## src/rtl/mult_eval_pkg.sv

```systemverilog
// Shared types and helpers for the exhaustive multiplier evaluator.
package mult_eval_pkg;

    localparam int MAX_WIDTH = 4;

    typedef enum logic [1:0] {
        IDLE = 2'd0,
        RUN  = 2'd1,
        DONE = 2'd2
    } eval_state_t;

    function automatic int n_vectors(input int width);
        return 1 << (2 * width);
    endfunction

endpackage

```

## src/rtl/mult_exhaustive_evaluator_if.sv

```systemverilog
// Bus between the evaluator and its host/candidate.
// EVAL_FIRST_ERR_EN adds the first-failure record signals.
interface mult_exhaustive_evaluator_if #(parameter int WIDTH = 2) ();

    logic                 start;
    logic [WIDTH-1:0]     a_out;
    logic [WIDTH-1:0]     b_out;
    logic [2*WIDTH-1:0]   p_in;
    logic                 busy;
    logic                 done;
    logic [2*WIDTH:0]     correct_count;
    logic [2*WIDTH:0]     error_count;
    logic                 perfect;
`ifdef EVAL_FIRST_ERR_EN
    logic                 first_err_valid;
    logic [WIDTH-1:0]     first_err_a;
    logic [WIDTH-1:0]     first_err_b;
`endif

`ifdef EVAL_FIRST_ERR_EN
    modport master (
        output start, p_in,
        input  a_out, b_out, busy, done, correct_count, error_count, perfect,
               first_err_valid, first_err_a, first_err_b
    );
    modport slave (
        input  start, p_in,
        output a_out, b_out, busy, done, correct_count, error_count, perfect,
               first_err_valid, first_err_a, first_err_b
    );
`else
    modport master (
        output start, p_in,
        input  a_out, b_out, busy, done, correct_count, error_count, perfect
    );
    modport slave (
        input  start, p_in,
        output a_out, b_out, busy, done, correct_count, error_count, perfect
    );
`endif

endinterface

```

## src/rtl/mult_eval_golden.sv

```systemverilog
// Combinational golden multiplier and match flag against the candidate product.
module mult_eval_golden #(
    parameter int WIDTH = 2
) (
    input  logic [WIDTH-1:0]   a,
    input  logic [WIDTH-1:0]   b,
    input  logic [2*WIDTH-1:0] p_in,
    output logic [2*WIDTH-1:0] product,
    output logic               match
);

    assign product = {{WIDTH{1'b0}}, a} * {{WIDTH{1'b0}}, b};
    assign match   = (p_in == product);

endmodule

```

## src/rtl/mult_exhaustive_evaluator.sv

```systemverilog
// Sweeps every operand pair into a candidate multiplier and counts correct/wrong products.
// Optional first-failure record enabled by EVAL_FIRST_ERR_EN.
//
// state | meaning
// IDLE  | after reset, waiting for start
// RUN   | presenting vector idx, comparing p_in each cycle
// DONE  | sweep complete, results held until start or reset
module mult_exhaustive_evaluator
    import mult_eval_pkg::*;
#(
    parameter int WIDTH = 2
) (
    input  logic                          clk,
    input  logic                          rst,
    mult_exhaustive_evaluator_if.slave    bus
);

    localparam int PW = 2 * WIDTH;
    localparam int CW = PW + 1;
    localparam logic [PW-1:0] LAST_IDX = PW'(n_vectors(WIDTH) - 1);

    eval_state_t   state;
    logic [PW-1:0] idx;
    logic [CW-1:0] correct_q;
    logic [CW-1:0] error_q;
    logic          busy_q;
    logic          done_q;
    logic          perfect_q;
    logic [PW-1:0] golden_product;
    logic          match;
    logic          unused_product_bits;

    mult_eval_golden #(.WIDTH(WIDTH)) u_golden (
        .a       (idx[PW-1:WIDTH]),
        .b       (idx[WIDTH-1:0]),
        .p_in    (bus.p_in),
        .product (golden_product),
        .match   (match)
    );

    assign unused_product_bits = ^golden_product;

`ifdef EVAL_FIRST_ERR_EN
    logic             fe_valid;
    logic [WIDTH-1:0] fe_a;
    logic [WIDTH-1:0] fe_b;

    always_ff @(posedge clk or posedge rst) begin
        if (rst) begin
            fe_valid <= 1'b0;
            fe_a     <= '0;
            fe_b     <= '0;
        end else if (state != RUN && bus.start) begin
            fe_valid <= 1'b0;
            fe_a     <= '0;
            fe_b     <= '0;
        end else if (state == RUN && !match && !fe_valid) begin
            fe_valid <= 1'b1;
            fe_a     <= idx[PW-1:WIDTH];
            fe_b     <= idx[WIDTH-1:0];
        end
    end

    assign bus.first_err_valid = fe_valid;
    assign bus.first_err_a     = fe_a;
    assign bus.first_err_b     = fe_b;
`endif

    always_ff @(posedge clk or posedge rst) begin
        if (rst) begin
            state     <= IDLE;
            idx       <= '0;
            correct_q <= '0;
            error_q   <= '0;
            busy_q    <= 1'b0;
            done_q    <= 1'b0;
            perfect_q <= 1'b0;
        end else begin
            case (state)
                IDLE, DONE: begin
                    if (bus.start) begin
                        state     <= RUN;
                        idx       <= '0;
                        correct_q <= '0;
                        error_q   <= '0;
                        busy_q    <= 1'b1;
                        done_q    <= 1'b0;
                        perfect_q <= 1'b0;
                    end
                end
                RUN: begin
                    if (match) correct_q <= correct_q + 1'b1;
                    else       error_q   <= error_q + 1'b1;
                    // Stop on the last vector so a/b hold it in DONE.
                    if (idx == LAST_IDX) begin
                        state     <= DONE;
                        busy_q    <= 1'b0;
                        done_q    <= 1'b1;
                        perfect_q <= match && (error_q == '0);
                    end else begin
                        idx <= idx + 1'b1;
                    end
                end
                default: state <= IDLE;
            endcase
        end
    end

    assign bus.a_out         = idx[PW-1:WIDTH];
    assign bus.b_out         = idx[WIDTH-1:0];
    assign bus.busy          = busy_q;
    assign bus.done          = done_q;
    assign bus.correct_count = correct_q;
    assign bus.error_count   = error_q;
    assign bus.perfect       = perfect_q;

endmodule
```

## src/flat_wrapper.sv

```systemverilog
// flat-port wrapper written by rule: the top's interface ports become plain ports
module mult_exhaustive_evaluator_flat import mult_eval_pkg::*;
#(
    parameter int WIDTH = 2
)
  (clk, rst, bus_start, bus_p_in, bus_a_out, bus_b_out, bus_busy, bus_done, bus_correct_count, bus_error_count, bus_perfect);
  mult_exhaustive_evaluator_if #(.WIDTH(WIDTH)) bus_i ();
  input  logic clk;
  input  logic rst;
  input wire logic [$bits(bus_i.start)-1:0] bus_start;
  input wire logic [$bits(bus_i.p_in)-1:0] bus_p_in;
  output wire logic [$bits(bus_i.a_out)-1:0] bus_a_out;
  output wire logic [$bits(bus_i.b_out)-1:0] bus_b_out;
  output wire logic [$bits(bus_i.busy)-1:0] bus_busy;
  output wire logic [$bits(bus_i.done)-1:0] bus_done;
  output wire logic [$bits(bus_i.correct_count)-1:0] bus_correct_count;
  output wire logic [$bits(bus_i.error_count)-1:0] bus_error_count;
  output wire logic [$bits(bus_i.perfect)-1:0] bus_perfect;
  assign bus_i.start = bus_start;
  assign bus_i.p_in = bus_p_in;
  assign bus_a_out = bus_i.a_out;
  assign bus_b_out = bus_i.b_out;
  assign bus_busy = bus_i.busy;
  assign bus_done = bus_i.done;
  assign bus_correct_count = bus_i.correct_count;
  assign bus_error_count = bus_i.error_count;
  assign bus_perfect = bus_i.perfect;
  mult_exhaustive_evaluator #(.WIDTH(WIDTH)) u_core (.clk(clk), .rst(rst), .bus(bus_i));
endmodule
```

## config.mk

```make
export PLATFORM = sky130hd
export DESIGN_NAME = mult_exhaustive_evaluator_flat
export DESIGN_NICKNAME = d
export VERILOG_FILES = /design/src/rtl/mult_eval_pkg.sv /design/src/rtl/mult_exhaustive_evaluator_if.sv /design/src/rtl/mult_eval_golden.sv /design/src/rtl/mult_exhaustive_evaluator.sv /design/src/flat_wrapper.sv
export SDC_FILE = /design/constraint.sdc
export NUM_CORES = 1
export LEC_CHECK = 0
export BUFFER_PORTS_ARGS = -buffer_cell sky130_fd_sc_hd__buf_2
export CORE_ASPECT_RATIO = 1.4
export CORE_MARGIN = 1
export CORE_UTILIZATION = 39
export CTS_BUF_LIST = sky130_fd_sc_hd__clkbuf_8
export DETAILED_ROUTE_END_ITERATION = 10
export PLACE_DENSITY = 0.69
export SYNTH_ARGS = -nofsm -noshare
export SYNTH_HDL_FRONTEND = slang
export SYNTH_SLANG_ARGS = --single-unit
```

## constraint.sdc

```tcl
create_clock -name clk -period 3.3 [get_ports clk]
set_input_delay 0.33 -clock clk [delete_from_list [all_inputs] [get_ports clk]]
set_output_delay 0.33 -clock clk [all_outputs]
set_load 0.02 [all_outputs]
```

==> metrics.cfg, run 1 <==
[power_and_ir_drop]
p_per_area_nw_per_um2 = 883.5
leakagePower_nw = 0.6581
peakVddDrop_mv = 0.4630

[layout]
register_area_um2 = 475.5
design_area_um2 = 1304
fin_cells = 174
n_antenna_cell = 0
area_delta_synth_final_pct = 17.34
nFillCells = 277
layout-drive-gt1-share_pct = 27.54
multi_input_area_um2 = 599.3
finalNetCount = 152

[sta]
fin_setup_tns_ns = 0
clock.fmax_ghz = 0.4397
slew_headroom_pct = 50.82
fin_crit_sh_pct = 68.92
rsz0062_at_grt = no
skew_ns = 0.002566
finalSetupViolations = 0
tightestPinTransition_ns = 0.7368
final-hold-violation-count = 0
report.final.slew_viol_count = 0
post-route-min-period_ns = 2.274

[route]
firstDrtPassIters = 4
num_vias = 894
vias_per_cell = 5.138
drtIter0Drc = 12
routed_wl_um = 2254
wl_per_cell_um = 12.95
drc = 0
antenna_left = 0

[worst_setup_path]
start_kind = register
setup.worst_path.class = reg2reg
path_max_fanout = 8
reg2reg_slack_ns = 1.03
end_kind = register
cp_data_arrival_time_ns = 2.39
reg2reg_to = u_core.bus.correct_count[4]
r2r_start = u_core.idx[2]
rr_worst_depth = 7
required_ns = 3.42

[hold_path]
hold_path_class = in2async

[synth]
synth_common_cells = 19 x dfrtp_1, 18 x nand2_1, 7 x o21ai_0
synth.yosys.seq_area_share_pct = 42.79
synth_cell_types = 36
yosysTopAreaCell = dfrtp_1
syn-num-nets = 127
synthCells = 114
synth_area_leaders = dfrtp_1 43%, ha_1 6.8%, nand2_1 6.1%
synth_edf_count = 0
ys_async_sr_fraction_pct = 100.0
synth_area_um2 = 1111
yosysWarnings = 0
synth_most_common_cell = dfrtp_1
synth_top_area_share_pct = 42.79
synth-seq-cells = 19
syn_avg_cell_area_um2 = 9.746
ys.flop_type = dfrtp_1

[clock_network]
post_cts_resized = 0
insertion_delay_ns = 0.26
cts_buffers = 3
cts_buffer_depth = 2
cts.sinks = 19
hold_buffers = 0
cts_tree = built
cts-root-buf = clkbuf_8
clk_pin_slew_worst_paths_ns = 0.07
htreeDepth = 1
postCtsSetupRepairBufs = 0

[place]
dpl_cell_area_um2 = 1257
hpwl_um = 1712
port_buffers = 23
gp_congestion = 0.7612
dp_cells = 170

[floorplan]
floorplan.die_area_um2 = 3069
rows = 22
io_pins = 24
dieHeight_um = 65.16
start_util_pct = 41.61
die_w_um = 47.11
core_area_um2 = 2670

[grt]
grt_pass1_wl_um = 3767
grt_use_total_pct = 16.95
antenna_found_initial = 0
grt.overflow.total = 0
grt_max_degree = 20
grt_pass1_vias = 860

[run_status]
outcome = finished clean

[run]
maxCapViolations = 0

==> flip-flops by register name (all words and copies together) (netlist names) <==
register	count
u_core.bus.error_count	5
u_core.bus.done	1
u_core.bus.perfect	1
u_core.idx	4
u_core.bus.busy	1
u_core.state	2
u_core.bus.correct_count	5
==> final cells by class <==
| cell class | count | area share [%] |
|---|---|---|
| multi-input combinational | 86 | 45.97 |
| sequential | 19 | 36.47 |
| timing repair buffer | 23 | 8.829 |
| tap | 36 | 3.455 |
| clock buffer | 3 | 3.167 |
| inverter | 6 | 1.727 |
| clock inverter | 1 | 0.3839 |
==> how the worst max path moves through the flow <==
stage	start	to	slack [ns]	depth (start not counted)
floorplan	u_core.idx[2]	u_core.bus.correct_count[4]	1.13	7
global placement	u_core.idx[2]	u_core.bus.correct_count[4]	1.17	7
detailed placement	u_core.idx[2]	u_core.bus.correct_count[4]	1.08	7
CTS	u_core.idx[2]	u_core.bus.correct_count[4]	1.06	7
global route	u_core.idx[2]	u_core.bus.correct_count[0]	0.88	7
finish	u_core.idx[2]	u_core.bus.correct_count[4]	1.03	7
==> cells by family (layout without fill, tap and decap cells) <==
kind of cell | after synthesis | after routing | share of synthesized area, %
multiplexers | 6 | 6 | 5.406
AND/OR/NAND/NOR | 51 | 51 | 25.90
AO/OA/AOI/OAI | 20 | 20 | 12.16
XOR/XNOR | 3 | 3 | 3.716
buffers and inverters | 9 | 33 | 3.265
flip-flops | 19 | 19 | 42.79
adder cells (fa/ha/maj) | 6 | 6 | 6.757
==> through the flow <==
step	util (%)	hold slack, ns	total power (W)	worst slack, ns
after floorplan	-	0.2811	0.0008412	1.133
after global placement	47.09	0.4573	0.0009824	1.174
after detailed placement	47.09	0.4630	0.001002	1.076
after CTS	48.83	0.2221	0.001164	1.057
after global routing	48.83	0.2660	0.001261	0.8823
final	48.83	0.1873	0.001152	1.026
==> critical path, stage by stage (launching register included) <==
cell,delay (ns)
dfrtp_1,0.46
and2_2,0.22
ha_1,0.20
ha_1,0.31
xnor2_2,0.19
nand3_2,0.15
o21ai_0,0.46
o221ai_1,0.17
==> power breakdown <==
part | leakage, nW | internal (W) | switching (W)
sequential | 0.241 | 0.000317 | 0.0000984
combinational | 0.392 | 0.000225 | 0.000349
clock | 0.0255 | 0.0000839 | 0.0000787
==> per-layer routing <==
layer	GRT usage, %	share of wire [%]
met4	5.357	1.4
met2	29.34	54
met3	2.473	2.3
met5	0	0
met1	20.74	42
==> cell usage in the layout (no fill, tap or decap), types with 4 or more instances in the layout <==
cell type	Yosys	routed
a21oi_1	4	4
buf_2	2	23
dfrtp_1	19	19
ha_1	6	6
inv_1	6	6
mux2i_1	6	6
nand2_1	18	18
nand3_1	6	6
o21ai_0	7	7
No activity file was read; power rests on OpenSTA's default activity.
==> inputs of run 2 (changes only) <==
==> constraint.sdc (replaced) <==
create_clock -name clk -period 2.1 [get_ports clk]
set_input_delay 0.21 -clock clk [delete_from_list [all_inputs] [get_ports clk]]
set_output_delay 0.21 -clock clk [all_outputs]
set_load 0.02 [all_outputs]
==> run 2 against run 1 <==
Combinational power rose by 83%. Sequential share of layout area fell by 1.5 points. Register-to-register slack lost 0.95 ns. Maximum frequency increased by 12%. Flip-flop and latch count unchanged. Final cell count increased by 3.4%. First-iteration DRC count up 75%. Sequential power rose by 48%. Critical endpoint unchanged.
==> metrics.cfg, run 2 (synthesized netlist as in run 1, its figures left out) <==
[worst_setup_path]
start_kind = register
r2r_start = u_core.idx[1]
required_ns = 2.27
slowest_delay_ns = 0.52
crit_slowest_cell = or4_1
path_cells = and2_2, ha_2, ha_4, xnor2_2, nand3_2, or4_1, o221ai_1
crit_path_start = u_core.idx[1]
cp_data_arrival_time_ns = 2.19
setup.worst_path.class = reg2reg
end_kind = register
cp_num_buf_inv = 0
cp_top_family = simple AND/OR/NAND/NOR gates
path_max_fanout = 5

[grt]
grt.overflow.total = 0
grt_pass1_wl_um = 3857
grt_pass1_vias = 902
antenna_found_initial = 0
grt_use_total_pct = 17.72
grt_max_degree = 20

[sta]
fin_crit_sh_pct = 96.40
skew_ns = 0.001583
final-hold-violation-count = 0
clock.fmax_ghz = 0.4940
tightestPinTransition_ns = 0.7293
post-route-min-period_ns = 2.024
finalSetupViolations = 0
setup_slack_ns = 0.07569
slew_headroom_pct = 51.32
rsz0062_at_grt = no
report.final.slew_viol_count = 0
fin_setup_tns_ns = 0

[clock_network]
cts-root-buf = clkbuf_8
clk_pin_slew_worst_paths_ns = 0.07
cts_buffer_depth = 2
cts_buffers = 3
hold_buffers = 0
htreeDepth = 1
insertion_delay_ns = 0.25
cts_tree = built
cts.sinks = 19

[power_and_ir_drop]
p_sw_w = 0.0008580
swShare_pct = 44.80
p_int_w = 0.001057
clockPowerShare_pct = 13.0
seqPwrFrac_pct = 32.2
combPwrFrac_pct = 54.8
peakVddDrop_mv = 0.7087
leakagePower_nw = 0.6815
p_per_area_nw_per_um2 = 1403

[floorplan]
rows = 22
floorplan.die_area_um2 = 3069
core_area_um2 = 2670
dieHeight_um = 65.16
start_util_pct = 41.61
io_pins = 24
die_w_um = 47.11

[route]
wl_per_cell_um = 13.12
firstDrtPassIters = 4
vias_per_cell = 5.261
num_vias = 947
drtIter0Drc = 21
routed_wl_um = 2362
drc = 0
antenna_left = 0

[run]
maxCapViolations = 0

[place]
port_buffers = 23
gp_congestion = 0.8144
hpwl_um = 1812
place_ws_ns = 0.003010

[layout]
layout_commonest_cell = buf_2
finalNetCount = 158
mostFrequentLayoutCells = 23 x buf_2, 18 x nand2_1, 17 x dfrtp_1
nFillCells = 255
multi_input_area_um2 = 614.3
area_delta_synth_final_pct = 22.86
n_antenna_cell = 0
layout-drive-gt1-share_pct = 32.64
register_area_um2 = 478.0

[hold_path]
hold_path_class = in2async

[run_status]
outcome = finished clean

-- run 2: cell types whose count changed in the layout (fill, tap and decap cells not counted), sizes merged --
| cell | delta |
|---|---|
| buf | +6 |
| clkinv | -1 |
| inv | +1 |
-- run 2: layout make-up --
type	instances	area share [%]
Multi-Input combinational cell	86	45.00
Clock inverter	1	0.2750
Clock buffer	3	3.025
Sequential cell	19	35.01
Timing Repair Buffer	29	11.73
Tap cell	36	3.300
Inverter	6	1.650
-- run 2: repair_timing --
| item | in CTS | in global routing |
|---|---|---|
| setup buffers | 1 | 0 |
| resized for setup | 0 | 2 |
| endpoints found under the setup margin | 1 | 5 |
| pin swaps | 0 | 1 |
-- run 2: per-layer routing --
metal	share of wire, %	GRT usage, %	vias to the layer above	wire length (µm)
met5	0	0	-	0
li1	-	-	457	-
met3	3.7	2.473	4	88
met4	1.3	8.571	0	31
met2	54	30.38	29	1270
met1	41	20.60	457	973
-- run 2: power groups by stage --
stage	combinational (W)	sequential, W	clock (W)
2_1_floorplan	0.000546	0.000780	0
3_3_place_gp	0.00101	0.000611	0
3_5_place_dp	0.00103	0.000621	0
4_1_cts	0.00104	0.000616	0.000251
5_1_grt	0.00116	0.000633	0.000273
6_report	0.00105	0.000617	0.000249
-- run 2: path summary, 6_finish.rpt --
path	to	slack [ns]	cells after the start
min in group clk	u_core.state[1]	0.18	2
setup reg to reg	u_core.bus.correct_count[4]	0.08	7
hold / removal	u_core.bus.correct_count[1]	0.07	2
max in group asynchronous	u_core.idx[1]	1.53	2
setup / recovery	u_core.bus.correct_count[4]	0.08	7
hold reg to reg	u_core.bus.done	0.47	2
-- run 2: per-stage QoR --
| step | std cells | power, W | hold WS [ns] | instance area (µm²) | utilization, % |
|---|---|---|---|---|---|
| 3_3_place_gp | 175 | 0.001618 | 0.3614 | 1297 | 48.59 |
| 6_report | 180 | 0.001915 | 0.07136 | 1365 | 51.12 |
| 4_1_cts | 180 | 0.001906 | 0.1059 | 1350 | 50.56 |
| 3_5_place_dp | 175 | 0.001652 | 0.3773 | 1297 | 48.59 |
| 5_1_grt | 180 | 0.002069 | 0.1492 | 1365 | 51.12 |
| 2_1_floorplan | 114 | 0.001326 | 0.1610 | 1114 | - |
==> inputs of run 3 (changes only) <==
--- a/config.mk
+++ b/config.mk
@@ -5,7 +5,7 @@
 export SDC_FILE = /design/constraint.sdc
 export NUM_CORES = 1
 export LEC_CHECK = 0
-export BUFFER_PORTS_ARGS = -buffer_cell sky130_fd_sc_hd__buf_2
+export BUFFER_PORTS_ARGS = -buffer_cell sky130_fd_sc_hd__buf_4
 export CORE_ASPECT_RATIO = 1.4
 export CORE_MARGIN = 1
 export CORE_UTILIZATION = 39
==> run 3 against run 2 <==
Combinational power up 11%. Power increased by 6.2%. Sequential share of layout area is 1.8 points lower. Critical endpoint unchanged. Largest cell class unchanged. Highest routed layer unchanged.
==> metrics.cfg, run 3 (synthesized netlist as in run 1, its figures left out) <==
[floorplan]
floorplan.die_area_um2 = 3069
io_pins = 24
core_area_um2 = 2670
start_util_pct = 41.61
die_w_um = 47.11
rows = 22
dieHeight_um = 65.16

[route]
drtIter0Drc = 28
num_vias = 956
firstDrtPassIters = 4
antenna_left = 0
drc = 0
vias_per_cell = 5.282
wl_per_cell_um = 14.01
routed_wl_um = 2536

[layout]
final_core_util_pct = 53.94
fin_cells = 181
finalNetCount = 159
n_antenna_cell = 0
design_area_um2 = 1440
mostFrequentLayoutCells = 30 x buf_4, 18 x nand2_1, 17 x dfrtp_1
area_delta_synth_final_pct = 29.62
layout-drive-gt1-share_pct = 33.10
layout_commonest_cell = buf_4

[worst_setup_path]
cp_data_arrival_time_ns = 2.24
path_cells = and2_2, ha_1, ha_4, xnor2_4, nand3_2, or4_1, o221ai_1
required_ns = 2.27
path_max_fanout = 4
crit_slowest_cell = or4_1
cp_top_family = simple AND/OR/NAND/NOR gates
start_kind = register
cp_num_buf_inv = 0
reg2reg_slack_ns = 0.03
end_kind = register
slowest_delay_ns = 0.51
setup.worst_path.class = reg2reg

[sta]
fin_crit_sh_pct = 98.65
skew_ns = 0.001811
report.final.slew_viol_count = 0
slew_headroom_pct = 52.25
finalSetupViolations = 0
whs_ns = 0.07800
final-hold-violation-count = 0
post-route-min-period_ns = 2.072
tightestPinTransition_ns = 0.7154
clock.fmax_ghz = 0.4827

[clock_network]
cts.sinks = 19
insertion_delay_ns = 0.25
clk_pin_slew_worst_paths_ns = 0.07
cts_buffer_depth = 2
htreeDepth = 1
cts_tree = built
cts-root-buf = clkbuf_8
cts_buffers = 3

[power_and_ir_drop]
p_per_area_nw_per_um2 = 1412
leakagePower_nw = 0.7013
finalPower_w = 0.002034
peakVddDrop_mv = 0.7726

[run]
maxCapViolations = 0

[place]
hpwl_um = 1893
port_buffers = 23
gp_congestion = 0.7944
dpl_cell_area_um2 = 1355
dp_cells = 175

[grt]
antenna_found_initial = 0
grt.overflow.total = 0
grt_use_total_pct = 18.90
grt_pass1_wl_um = 4098
grt_max_degree = 20
grt_pass1_vias = 982

[hold_path]
hold_path_class = in2async

[run_status]
outcome = finished clean

-- run 3: worst paths after layout --
kind                       cells after the start                     endpoint             from
max                                            7  u_core.bus.correct_count[4]    u_core.idx[1]
min                                            2  u_core.bus.correct_count[4]              rst
max reg2reg                                    7  u_core.bus.correct_count[4]    u_core.idx[1]
min reg2reg                                    2              u_core.bus.done  u_core.bus.done
max in group asynchronous                      2                u_core.idx[2]              rst
min in group clk                               2              u_core.state[1]        bus_start
-- run 3: routing by layer --
metal  up-vias  track usage (%)  share of wire [%]
met3         4            3.022                3.5
met5         -                0                  0
met4         0            10.00                2.3
li1        463                -                  -
met2        26            33.33                 56
met1       463            20.36                 38
-- run 3: cell type report --
cell class | count | area [µm²]
Timing Repair Buffer | 30 | 225.2
Clock buffer | 3 | 41.29
Inverter | 6 | 22.52
Clock inverter | 1 | 3.754
Tap cell | 36 | 45.04
Fill cell | 264 | 1230
Multi-Input combinational cell | 86 | 624.3
Sequential cell | 19 | 478.0
-- run 3: repair_timing --
action	in CTS	in global routing
hold endpoints to repair	0	0
pin swaps	0	1
hold buffers	0	0
setup endpoints to repair	1	6
buffers inserted	2	0
resized for setup	0	3
-- run 3: through the flow --
step | TNS (ns) | setup slack (ns)
finish | 0 | 0.02828
global route | -0.02500 | -0.02052
CTS | 0 | 0.02110
detailed placement | 0 | 0.02099
global placement | 0 | 0.07461
floorplan | 0 | 0.009964
-- run 3: worst reg2reg max path: stages, from the launching register on --
cell and delay (ns):
dfrtp_2 0.40, and2_2 0.20, ha_1 0.24, ha_4 0.31, xnor2_4 0.12, nand3_2 0.13
or4_1 0.51, o221ai_1 0.08
-- run 3: power by group --
part / switching [W] / internal [W] / leakage (nW) / total (W)
Clock: 0.000114 / 0.000130 / 0.0269 / 0.000244
Sequential: 0.000113 / 0.000502 / 0.239 / 0.000615
Combinational: 0.000662 / 0.000513 / 0.436 / 0.00117
Total: 0.000889 / 0.00114 / 0.701 / 0.00203
